--- config.mk ---
export PLATFORM = sky130hd
export DESIGN_NAME = boot_loader
export DESIGN_NICKNAME = d
export VERILOG_FILES = /design/src/rtl/boot_loader.sv
export SDC_FILE = /design/constraint.sdc
export NUM_CORES = 1
export LEC_CHECK = 0
export ABC_AREA = 0
export CAP_MARGIN = 20
export CORE_MARGIN = 5
export CORE_UTILIZATION = 40
export DETAILED_ROUTE_END_ITERATION = 7
export PLACE_DENSITY_LB_ADDON = 0.15
export REMOVE_ABC_BUFFERS = 1
export SYNTH_ARGS = -nofsm -noshare
export SYNTH_HDL_FRONTEND = slang
export SYNTH_SLANG_ARGS = --single-unit
--- constraint.sdc ---
create_clock -name CLK -period 2.5 [get_ports CLK]
set_clock_uncertainty 0.1 [all_clocks]
set_input_delay 0.5 -clock CLK [delete_from_list [all_inputs] [get_ports CLK]]
set_output_delay 0.5 -clock CLK [all_outputs]
set_load 0.005 [all_outputs]
--- src/rtl/boot_loader.sv ---
// Byte-stream program loader: parses CMD/LEN/ADR/payload/CSUM frames, writes
// instruction words and data bytes, and holds the core in reset until RUN.
module boot_loader #(
    parameter int INST_AW = 5,
    parameter int DATA_AW = 6
) (
    input  logic               CLK,
    input  logic               RST,
    input  logic [7:0]         rx_data,
    input  logic               rx_valid,
    output logic               rx_ready,
    output logic               inst_we,
    output logic [INST_AW-1:0] inst_addr,
    output logic [31:0]        inst_wdata,
    output logic               data_we,
    output logic [DATA_AW-1:0] data_addr,
    output logic [7:0]         data_wdata,
    output logic               core_rst,
    output logic               err
);

    typedef enum logic [2:0] {
        IDLE, LEN0, LEN1, ADR0, ADR1, PAYLOAD, CSUM, RUN
    } state_t;

    state_t             state_q, state_d;
    logic               is_inst_q, is_inst_d;
    logic [15:0]        cnt_q, cnt_d;
    logic [15:0]        addr_q, addr_d;
    logic [1:0]         byte_idx_q, byte_idx_d;
    logic [23:0]        asm_q, asm_d;
    logic [7:0]         csum_q, csum_d;
    logic               rx_ready_q, rx_ready_d;
    logic               inst_we_q, inst_we_d;
    logic [INST_AW-1:0] inst_addr_q, inst_addr_d;
    logic [31:0]        inst_wdata_q, inst_wdata_d;
    logic               data_we_q, data_we_d;
    logic [DATA_AW-1:0] data_addr_q, data_addr_d;
    logic [7:0]         data_wdata_q, data_wdata_d;
    logic               core_rst_q, core_rst_d;
    logic               err_q, err_d;
    logic               accept;

    assign accept = rx_valid & rx_ready_q;

    always_comb begin
        state_d      = state_q;
        is_inst_d    = is_inst_q;
        cnt_d        = cnt_q;
        addr_d       = addr_q;
        byte_idx_d   = byte_idx_q;
        asm_d        = asm_q;
        csum_d       = csum_q;
        inst_we_d    = 1'b0;
        inst_addr_d  = inst_addr_q;
        inst_wdata_d = inst_wdata_q;
        data_we_d    = 1'b0;
        data_addr_d  = data_addr_q;
        data_wdata_d = data_wdata_q;
        err_d        = err_q;

        if (accept) begin
            case (state_q)
                IDLE: begin
                    if (rx_data == 8'h01 || rx_data == 8'h02) begin
                        is_inst_d = (rx_data == 8'h01);
                        csum_d    = '0;
                        state_d   = LEN0;
                    end else if (rx_data == 8'h03) begin
                        state_d = RUN;
                    end else begin
                        err_d = 1'b1;
                    end
                end
                LEN0: begin
                    cnt_d[7:0] = rx_data;
                    csum_d     = csum_q ^ rx_data;
                    state_d    = LEN1;
                end
                LEN1: begin
                    cnt_d[15:8] = rx_data;
                    csum_d      = csum_q ^ rx_data;
                    state_d     = ADR0;
                end
                ADR0: begin
                    addr_d[7:0] = rx_data;
                    csum_d      = csum_q ^ rx_data;
                    state_d     = ADR1;
                end
                ADR1: begin
                    addr_d[15:8] = rx_data;
                    csum_d       = csum_q ^ rx_data;
                    byte_idx_d   = '0;
                    state_d      = (cnt_q == 16'd0) ? CSUM : PAYLOAD;
                end
                PAYLOAD: begin
                    csum_d = csum_q ^ rx_data;
                    if (is_inst_q) begin
                        // Little-endian assembly: the 4th byte lands in [31:24].
                        asm_d      = {rx_data, asm_q[23:8]};
                        byte_idx_d = byte_idx_q + 2'd1;
                        if (byte_idx_q == 2'd3) begin
                            inst_we_d    = 1'b1;
                            inst_addr_d  = addr_q[INST_AW-1:0];
                            inst_wdata_d = {rx_data, asm_q};
                            addr_d       = addr_q + 16'd1;
                            cnt_d        = cnt_q - 16'd1;
                            if (cnt_q == 16'd1) begin
                                state_d = CSUM;
                            end
                        end
                    end else begin
                        data_we_d    = 1'b1;
                        data_addr_d  = addr_q[DATA_AW-1:0];
                        data_wdata_d = rx_data;
                        addr_d       = addr_q + 16'd1;
                        cnt_d        = cnt_q - 16'd1;
                        if (cnt_q == 16'd1) begin
                            state_d = CSUM;
                        end
                    end
                end
                CSUM: begin
                    if (rx_data != csum_q) begin
                        err_d = 1'b1;
                    end
                    state_d = IDLE;
                end
                default: begin
                    state_d = state_q;
                end
            endcase
        end

        rx_ready_d = (state_d != RUN);
        core_rst_d = (state_d != RUN);
    end

    always_ff @(posedge CLK) begin
        if (RST) begin
            state_q      <= IDLE;
            is_inst_q    <= 1'b0;
            cnt_q        <= '0;
            addr_q       <= '0;
            byte_idx_q   <= '0;
            asm_q        <= '0;
            csum_q       <= '0;
            rx_ready_q   <= 1'b0;
            inst_we_q    <= 1'b0;
            inst_addr_q  <= '0;
            inst_wdata_q <= '0;
            data_we_q    <= 1'b0;
            data_addr_q  <= '0;
            data_wdata_q <= '0;
            core_rst_q   <= 1'b1;
            err_q        <= 1'b0;
        end else begin
            state_q      <= state_d;
            is_inst_q    <= is_inst_d;
            cnt_q        <= cnt_d;
            addr_q       <= addr_d;
            byte_idx_q   <= byte_idx_d;
            asm_q        <= asm_d;
            csum_q       <= csum_d;
            rx_ready_q   <= rx_ready_d;
            inst_we_q    <= inst_we_d;
            inst_addr_q  <= inst_addr_d;
            inst_wdata_q <= inst_wdata_d;
            data_we_q    <= data_we_d;
            data_addr_q  <= data_addr_d;
            data_wdata_q <= data_wdata_d;
            core_rst_q   <= core_rst_d;
            err_q        <= err_d;
        end
    end

    assign rx_ready   = rx_ready_q;
    assign inst_we    = inst_we_q;
    assign inst_addr  = inst_addr_q;
    assign inst_wdata = inst_wdata_q;
    assign data_we    = data_we_q;
    assign data_addr  = data_addr_q;
    assign data_wdata = data_wdata_q;
    assign core_rst   = core_rst_q;
    assign err        = err_q;

endmodule
==> results of run 1 <==
[power breakdown]
group | internal [mW] | switching [mW] | total (mW) | leakage (nW)
registers | 1.86 | 0.0147 | 1.88 | 0.935
logic | 0.0761 | 0.127 | 0.203 | 1.04
clock network | 1.76 | 0.826 | 2.59 | 0.308
[through the flow]
step | worst slack (ns) | cells | hold slack, ns | utilization, % | TNS, ns
2_1_floorplan | -0.793 | 618 | 0.326 | - | -30.94
3_3_place_gp | -0.293 | 896 | 0.342 | 48.3 | -0.293
3_5_place_dp | -0.336 | 896 | 0.346 | 48.3 | -0.336
4_1_cts | 0.0618 | 927 | 0.353 | 53.3 | 0
5_1_grt | 0.0319 | 927 | 0.369 | 53.3 | 0
6_report | 0.0865 | 927 | 0.351 | 53.3 | 0
[synthesized netlist by cell type, types with 4 or more instances]
cell	number	area, µm²
nor4_1	8	50.1
nor2_1	36	135
nor2b_1	8	50.1
nand3_1	9	45.0
ha_1	5	62.6
nand4_1	4	25.0
nor3_1	13	65.1
a31oi_1	4	25.0
inv_1	13	48.8
a21o_1	5	37.5
o21ai_0	30	150
clkbuf_1	36	135
and3_1	5	31.3
o22ai_1	4	25.0
buf_2	6	30.0
and2_1	7	43.8
dfxtp_1	116	2320
nand2_1	186	698
a21oi_1	113	566
[critical path: stages]
cell and delay (ns):
clkdlybuf4s50_1 0.51, nor4_4 0.32, o211ai_1 0.15, a2111oi_1 0.44
a221oi_1 0.13, or4b_1 0.54
[cell type report]
cell class,instances,area share (%)
clock buffers,22,7.22
inverters,13,0.728
well taps,172,3.21
flip-flops and latches,116,34.6
repair buffers,106,14.9
clock inverters,9,2.24
multi-input cells,489,37.1
[registers in the layout (all words and copies together) (netlist names), 5 cells and up]
register    flops
data_addr       6
data_wdata      8
addr_q          6
inst_addr       5
inst_wdata     32
asm_q          24
csum_q          8
cnt_q          16
[layer usage]
| layer | share of wire, % | global-route usage (%) |
|---|---|---|
| met5 | 0 | 0 |
| met4 | 2.2 | 7.70 |
| met3 | 4.8 | 5.07 |
| met2 | 46 | 28.7 |
| met1 | 47 | 25.9 |
[worst min path at each step]
stage,depth (start not counted),end,slack [ns],startpoint
3_3_place_gp,2,inst_wdata[6],0.34,asm_q[6]
4_1_cts,2,inst_wdata[27],0.35,inst_wdata[27]
3_5_place_dp,2,inst_wdata[27],0.35,inst_wdata[27]
5_1_grt,2,asm_q[1],0.37,asm_q[1]
2_1_floorplan,2,inst_wdata[0],0.33,asm_q[0]
6_report,2,inst_wdata[27],0.35,inst_wdata[27]
[cell families after synthesis]
logic type | count (synthesis)
AND/OR/NAND/NOR | 296
adder cells (fa/ha/maj) | 5
XOR/XNOR | 4
buffers and inverters | 63
flip-flops | 116
AO/OA/AOI/OAI | 184
==> results.ini, run 1 <==
[sta]
setup_violations = 0
worst_slew_pin_slew_ns = 0.697
relSlewSlack_pct = 53.1
rsz0062_at_grt = no
period_needed_ns = 2.41
slew_viol_final = 0
period_share_pct = 96.5
fmax_mhz = 414
timing.final.hold_violations = 0

[power]
p_total_mw = 4.66
p_leak_nw = 2.28
power_density_nw_per_um2 = 696
vdd_drop_max_mv = 0.399

[synthesis]
ys_seq_elements = 116
synthArstFlopShare_pct = 0
synthXorXnorAreaFrac_pct = 0.689
muxShareOfSynthArea_pct = 0
ys_types = 56
synthCells = 668
synth-edff-count = 0
synth_compound_area_share_pct = 20.7
yosys_warnings = 0
synth-adder-area-share_pct = 1.23
synth_top_family_by_area = simple AND/OR/NAND/NOR gates
synth_flop_cell = dfxtp_1
syn_area_um2 = 5090
synthSimpleGateAreaFrac_pct = 26.1
ys_seq_area_share_pct = 45.7
synth.avg_cell_area_um2 = 7.61

[global_route]
grt_pass1_wl_um = 22600
gr-total-overflow = 0
grt_pass1_vias = 4400
antenna_found_initial = 0
grt.total_usage_pct = 19.1
grt_start_max_net_pins = 51

[clock_network]
cts_buffers = 17
cts_setup_buffers = 0
cts.hold.buffers_added = 0
cts_max_level = 4
clock-root-buffer = clkbuf_16
cts.sinks = 116
cts_tree = done
path_clk_slew_ns = 0.05
clock_path_buffers = 2
worstSkewPairLatency_ns = 0.41
cts_resized = 0

[run_status]
status = completed

[cells_and_area]
seq_area_um2 = 2320
diodes = 0
multi_input_area_um2 = 2490
final_cell_mix = 186 x nand2_1, 116 x dfxtp_1, 113 x a21oi_1, 65 x clkdlybuf4s50_1, 38 x buf_4
final_cell_area_um2 = 6700
area_growth_pct = 31.8
layout_commonest_cell = nand2_1
fin_nets = 759
nFillCells = 1231
layout-drive-gt1-share_pct = 10.6

[setup_path]
critPathLaunch = rx_data[2]
reg2reg_depth = 5
critical_path.endpoint = core_rst
reg2reg_slack_ns = 0.16
cp_data_required_time_ns = 2.68
start_kind = input pin
endpoint_kind = flop
worstSetupPathType = input pin to flop
r2r-end = core_rst
critPathMaxFanout = 2
r2r-start = cnt_q[8]
cp.arrival_ns = 2.59

[floorplan]
die_area_um2 = 15100
die_w_um = 123
initial_core_util_pct = 40.5
rows = 41
core_um2 = 12600
pin_count = 67
chipHeight_um = 123

[routing]
wire_per_inst_um = 14.5
dr.first_iter.drc_count = 372
drcViolationCount = 0
dr.pass1.iters = 5
vias = 4817
detail-route-antenna-nets = 0
drt_wl_total_um = 13500
vias_per_cell = 5.20

[flow_run]
max_cap_viol_count = 0

[place]
dp_hpwl_um = 9270
place.gp.congestion = 0.885
portBuffers = 66
place_area_um2 = 6070

[hold_path]
hp-class = flop to flop

No activity file was read; power rests on OpenSTA's default activity.
==> run 2: changes to the inputs <==
PLACE_DENSITY_LB_ADDON = not set   (was 0.15)
==> run 2 against run 1 <==
  * Sequential share of layout area rose by 0.41 points
  * Sequential cell count is the same
  * Combinational power is essentially flat
  * Global-route usage shrank 0.51 points
  * Largest power group unchanged
==> results.ini, run 2 (same netlist as run 1, synthesis figures left out) <==
[setup_path]
cp_data_required_time_ns = 2.67  ; about the same
cp.arrival_ns = 2.59  ; about the same
critPathBufInv = 3  ; +2
start_kind = input pin
crit_top_cell = buf_4
endpoint_kind = flop
cp_slowest_stage_delay_ns = 0.54  ; about the same
worstSetupPathType = input pin to flop
crit_family = simple AND/OR/NAND/NOR gates
critPathMaxFanout = 3  ; +1
cp_slowest_cell = or4b_1
path_cells = clkdlybuf4s50_1 -> nor4_4 -> buf_4 -> buf_4 -> nand4_1 -> a22o_1 -> o21a_1 -> or4b_1

[sta]
period_needed_ns = 2.42  ; +0.00969 ns
fmax_mhz = 413  ; -0.40%
period_share_pct = 96.9  ; +0.39 points
rsz0062_at_grt = no
relSlewSlack_pct = 59.0  ; +5.8 points
timing.final.hold_violations = 0  ; unchanged
setup_violations = 0  ; unchanged
worst_slew_pin_slew_ns = 0.616  ; -0.0812 ns
slew_viol_final = 0  ; unchanged
fin_tns_setup_ns = 0  ; unchanged

[routing]
dr.first_iter.drc_count = 332  ; -11%
vias_per_cell = 5.16  ; -0.66%
routed-wl-met2_um = 6310  ; +1.7%
dr.pass1.iters = 4  ; -1
wl_met3_um = 682  ; +4.9%
drt_wl_total_um = 13400  ; -0.91%
drt-met1-wl_um = 6150  ; -3.0%
top_layer_used = met4
wire_per_inst_um = 14.4  ; -0.70%
drcViolationCount = 0  ; unchanged
detail-route-antenna-nets = 0  ; unchanged
vias = 4775  ; -0.87%

[global_route]
grt_start_max_net_pins = 76  ; +49%
antenna_found_initial = 0  ; unchanged
grt.total_usage_pct = 18.6  ; -0.51 points
grt_pass1_vias = 4631  ; +5.3%
grt_pass1_wl_um = 22300  ; -1.4%
gr-total-overflow = 0  ; unchanged

[clock_network]
clock-root-buffer = clkbuf_16
worstSkewPairLatency_ns = 0.40  ; about the same
cts_tree = done
clock_path_buffers = 2  ; unchanged
path_clk_slew_ns = 0.05  ; about the same
cts.sinks = 116  ; unchanged
cts_max_level = 4  ; unchanged
cts_buffers = 17  ; unchanged

[floorplan]
die_area_um2 = 15100  ; unchanged
rows = 41  ; unchanged
pin_count = 67  ; unchanged
initial_core_util_pct = 40.5  ; unchanged
die_w_um = 123  ; unchanged
chipHeight_um = 123  ; unchanged
core_um2 = 12600  ; unchanged

[cells_and_area]
nFillCells = 1226  ; -0.41%
multi_input_area_um2 = 2490  ; +0.20%
area_growth_pct = 30.3
fin_nets = 759  ; unchanged
final_cells = 925  ; -0.22%
seq_area_um2 = 2320  ; unchanged
largest_reg_flops = 32  ; unchanged
diodes = 0  ; unchanged
layout-drive-gt1-share_pct = 9.96  ; -0.64 points
layout_commonest_cell = nand2_1
final_cell_mix = 186 x nand2_1, 116 x dfxtp_1, 113 x a21oi_1, 64 x clkdlybuf4s50_1, 38 x buf_4

[place]
post-place-cells = 895  ; -0.11%
dp_hpwl_um = 9290  ; +0.21%
place.gp.congestion = 0.887  ; +0.24%
portBuffers = 66  ; unchanged

[flow_run]
max_cap_viol_count = 0  ; unchanged

[power]
power_density_nw_per_um2 = 655  ; -6.0%
intPower_mw = 3.43  ; -7.2%
combPwrFrac_pct = 4.6  ; +0.2 points
vdd_drop_max_mv = 0.365  ; -8.4%
pwr-share-clk_pct = 52.1  ; -3.3 points
p_switching_mw = 0.904  ; -6.6%
switching_share_pct = 20.8  ; +0.10 points
p_leak_nw = 2.25  ; -1.3%
pwr-share-seq_pct = 43.3  ; +3.1 points

[hold_path]
hp-class = flop to flop

[run_status]
status = completed

## run 2: timing repair
action,CTS,global route
hold buffers,0,0
setup buffers,0,1
endpoints found under the setup margin,1,1
gates resized for setup,1,2
pin swaps,1,1
## run 2: area by class of cell
type	instances	share of cell area, %
clock inverters	5	1.17
well taps	172	3.25
clock buffers	24	7.12
flip-flops and latches	116	35.1
multi-input cells	489	37.6
inverters	13	0.737
repair buffers	106	15.1
## run 2: path summary, 6_finish.rpt
kind / cells past startpoint / startpoint / slack [ns] / endpoint
hold reg to reg: 2 / asm_q[4] / 0.35 / inst_wdata[4]
hold / removal: 2 / asm_q[4] / 0.35 / inst_wdata[4]
setup / recovery: 8 / rx_data[3] / 0.08 / core_rst
setup reg to reg: 5 / cnt_q[8] / 0.18 / core_rst
## run 2: stage by stage
stage	cell area (µm²)	utilization (%)	setup WS [ns]	power, mW	hold slack (ns)
after CTS	6610	52.6	0.0493	4.38	0.353
after detailed placement	6060	48.2	-0.453	2.11	0.347
after floorplan	4850	-	-0.793	1.99	0.326
final	6630	52.7	0.0768	4.34	0.351
after global placement	6060	48.2	-0.354	2.11	0.343
after global routing	6630	52.7	0.00233	4.49	0.369
## run 2: power groups by stage
| stage | logic, mW | clock network [mW] | registers, mW |
|---|---|---|---|
| after detailed placement | 0.199 | 0 | 1.91 |
| after global placement | 0.197 | 0 | 1.91 |
| after floorplan | 0.0769 | 0 | 1.91 |
| after CTS | 0.201 | 2.31 | 1.88 |
| after global routing | 0.220 | 2.40 | 1.88 |
| final | 0.201 | 2.26 | 1.88 |
## run 2: metal layers
metal	up-vias	track usage, %
met2	112	30.1
met1	2218	24.1
li1	2426	-
met5	-	0
met4	0	7.84
met3	19	3.59
## run 2: worst min-delay path, stage by stage (launching register included)
cell and delay (ns):
dfxtp_1 0.30, nand2_1 0.05, a21oi_1 0.05
==> run 3: changes to the inputs <==
CAP_MARGIN = not set   (was 20)
CORE_ASPECT_RATIO = 1.5   (was not set)
==> run 3 against run 2 <==
  * Combinational power rose by 2%
  * Final area rose by 0.49%
  * Sequential share of layout area shrank 0.17 points
  * Die area is 0.31% higher
  * First-iteration DRC count rose by 10%
  * Global-route usage about the same
  * Fmax up 5.2%
  * Sequential cell count stayed put
  * Critical path type unchanged
  * Largest power group unchanged
==> results.ini, run 3 (same netlist as run 1, synthesis figures left out) <==
[sta]
period_needed_ns = 2.30  ; -0.120 ns
slew_viol_final = 0  ; unchanged
relSlewSlack_pct = 51.4  ; -7.5 points
fmax_mhz = 434  ; +5.2%
setup_violations = 0  ; unchanged
worst_slew_pin_slew_ns = 0.727  ; +0.111 ns
timing.final.hold_violations = 0  ; unchanged
period_share_pct = 92.1  ; -4.8 points
fin_tns_setup_ns = 0  ; unchanged
rsz0062_at_grt = no

[global_route]
gr-total-overflow = 0  ; unchanged
grt_pass1_wl_um = 22600  ; +1.5%
grt_pass1_vias = 4564  ; -1.4%
grt_start_max_net_pins = 52  ; -32%
antenna_found_initial = 0  ; unchanged
grt.total_usage_pct = 18.6  ; about the same

[hold_path]
hp-class = flop to flop
min_path_cells = 2  ; unchanged
hold_start = inst_wdata[24]
min_to = inst_wdata[24]

[run_status]
status = completed

[cells_and_area]
layout-drive-gt1-share_pct = 10.9  ; +0.90 points
final_cell_area_um2 = 6660  ; +0.49%
utilization_pct = 53.2  ; +0.50 points
nFillCells = 1213  ; -1.1%
largest_reg_flops = 32  ; unchanged
diodes = 0  ; unchanged
multi_input_area_um2 = 2490  ; unchanged
seq_area_um2 = 2320  ; unchanged
area_growth_pct = 30.9
fin_nets = 759  ; unchanged
layout_commonest_cell = nand2_1
final_cell_mix = 186 x nand2_1, 116 x dfxtp_1, 113 x a21oi_1, 65 x clkdlybuf4s50_1, 38 x buf_4

[setup_path]
cp.arrival_ns = 2.48  ; -0.11 ns
r2r-end = core_rst
reg2reg_slack_ns = 0.21  ; +0.03 ns
endpoint_kind = flop
r2r-start = cnt_q[9]
path_cells = clkdlybuf4s50_1 -> nor4_4 -> o211ai_1 -> a2111oi_2 -> a221oi_1 -> or4b_1
cp_data_required_time_ns = 2.68  ; about the same
start_kind = input pin
cp_slowest_stage_delay_ns = 0.52  ; -0.02 ns
worstSetupPathType = input pin to flop
critPathMaxFanout = 2  ; -1
cp_slowest_cell = or4b_1
critPathLaunch = rx_data[5]
reg2reg_depth = 5  ; unchanged

[floorplan]
die_w_um = 102  ; -17%
chipHeight_um = 148  ; +21%
pin_count = 67  ; unchanged
initial_core_util_pct = 40.7  ; +0.18 points
core_um2 = 12500  ; -0.45%
rows = 50  ; +22%
die_area_um2 = 15100  ; +0.31%

[clock_network]
cts_tree = done
clock-root-buffer = clkbuf_16
worstSkewPairLatency_ns = 0.41  ; about the same
cts_setup_buffers = 0  ; unchanged
clock_path_buffers = 2  ; unchanged
cts_buffers = 17  ; unchanged
path_clk_slew_ns = 0.06  ; about the same
cts_max_level = 4  ; unchanged
cts.sinks = 116  ; unchanged

[place]
place_area_um2 = 6050  ; -0.21%
dp_hpwl_um = 9490  ; +2.2%
portBuffers = 66  ; unchanged
place.gp.congestion = 0.882  ; -0.52%

[routing]
wire_per_inst_um = 15.1  ; +4.3%
detail-route-antenna-nets = 0  ; unchanged
vias = 4884  ; +2.3%
dr.pass1.iters = 5  ; +1
drt_wl_total_um = 13700  ; +2.8%
vias_per_cell = 5.36  ; +3.9%
dr.first_iter.drc_count = 366  ; +10%
drcViolationCount = 0  ; unchanged

[power]
switching_share_pct = 22.9  ; +2.1 points
power_density_nw_per_um2 = 683  ; +4.4%
combPwrFrac_pct = 4.5  ; about the same
p_leak_nw = 2.26  ; +0.64%
pwr-share-seq_pct = 41.1  ; -2.2 points
intPower_mw = 3.51  ; +2.2%
p_switching_mw = 1.04  ; +15%
vdd_drop_max_mv = 0.469  ; +29%
pwr-share-clk_pct = 54.4  ; +2.3 points

[flow_run]
max_cap_viol_count = 0  ; unchanged

run 3: changes by cell type in the layout (fill, tap and decap cells not counted), sizes merged:
cell	before	now
clkinv	2	5
dlymetal6s2s	1	0
clkdlybuf4s50	64	65
clkbuf	24	17
clkinvlp	1	3
bufinv	2	3
inv	13	16
run 3: power groups by stage:
stage | combinational, mW | sequential, mW | clock [mW]
final | 0.205 | 1.87 | 2.47
after global routing | 0.224 | 1.87 | 2.61
after CTS | 0.203 | 1.87 | 2.51
after detailed placement | 0.202 | 1.91 | 0
after global placement | 0.201 | 1.91 | 0
after floorplan | 0.0769 | 1.91 | 0
run 3: critical path: cells and delay by family:
kind            cells  cell delay, ns
compound gates      3            0.61
buf+inv             1            0.48
simple gates        2            0.90
run 3: how the worst max path moves through the flow:
stage                        end  slack (ns)
floorplan           inst_addr[0]       -0.79
global placement        core_rst       -0.34
detailed placement      core_rst       -0.32
CTS                     core_rst        0.08
global route            core_rst        0.03
finish                  core_rst        0.20
run 3: routing by layer:
metal	vias to the layer above	wire length (µm)	GRT usage, %
li1	2426	-	-
met1	2281	5930	23.4
met2	151	6700	30.5
met3	26	747	3.66
met4	0	356	8.01
met5	-	0	0
run 3: timing repair:
action,CTS,global route
setup endpoints to repair,0,1
hold buffers,0,0
gates resized for setup,0,2
run 3: metrics by stage:
stage	hold slack (ns)	cells	power, mW	setup slack (ns)
after floorplan	0.326	618	1.99	-0.793
after global placement	0.341	880	2.11	-0.344
after detailed placement	0.343	880	2.11	-0.317
after CTS	0.351	911	4.58	0.0778
after global routing	0.374	911	4.70	0.0305
final	0.351	911	4.55	0.196
run 3: cell type report:
class / instances / area share (%)
well taps: 156 / 2.93
flip-flops and latches: 116 / 34.9
clock inverters: 14 / 2.69
inverters: 13 / 0.733
multi-input cells: 489 / 37.4
repair buffers: 106 / 15.0
clock buffers: 17 / 6.39
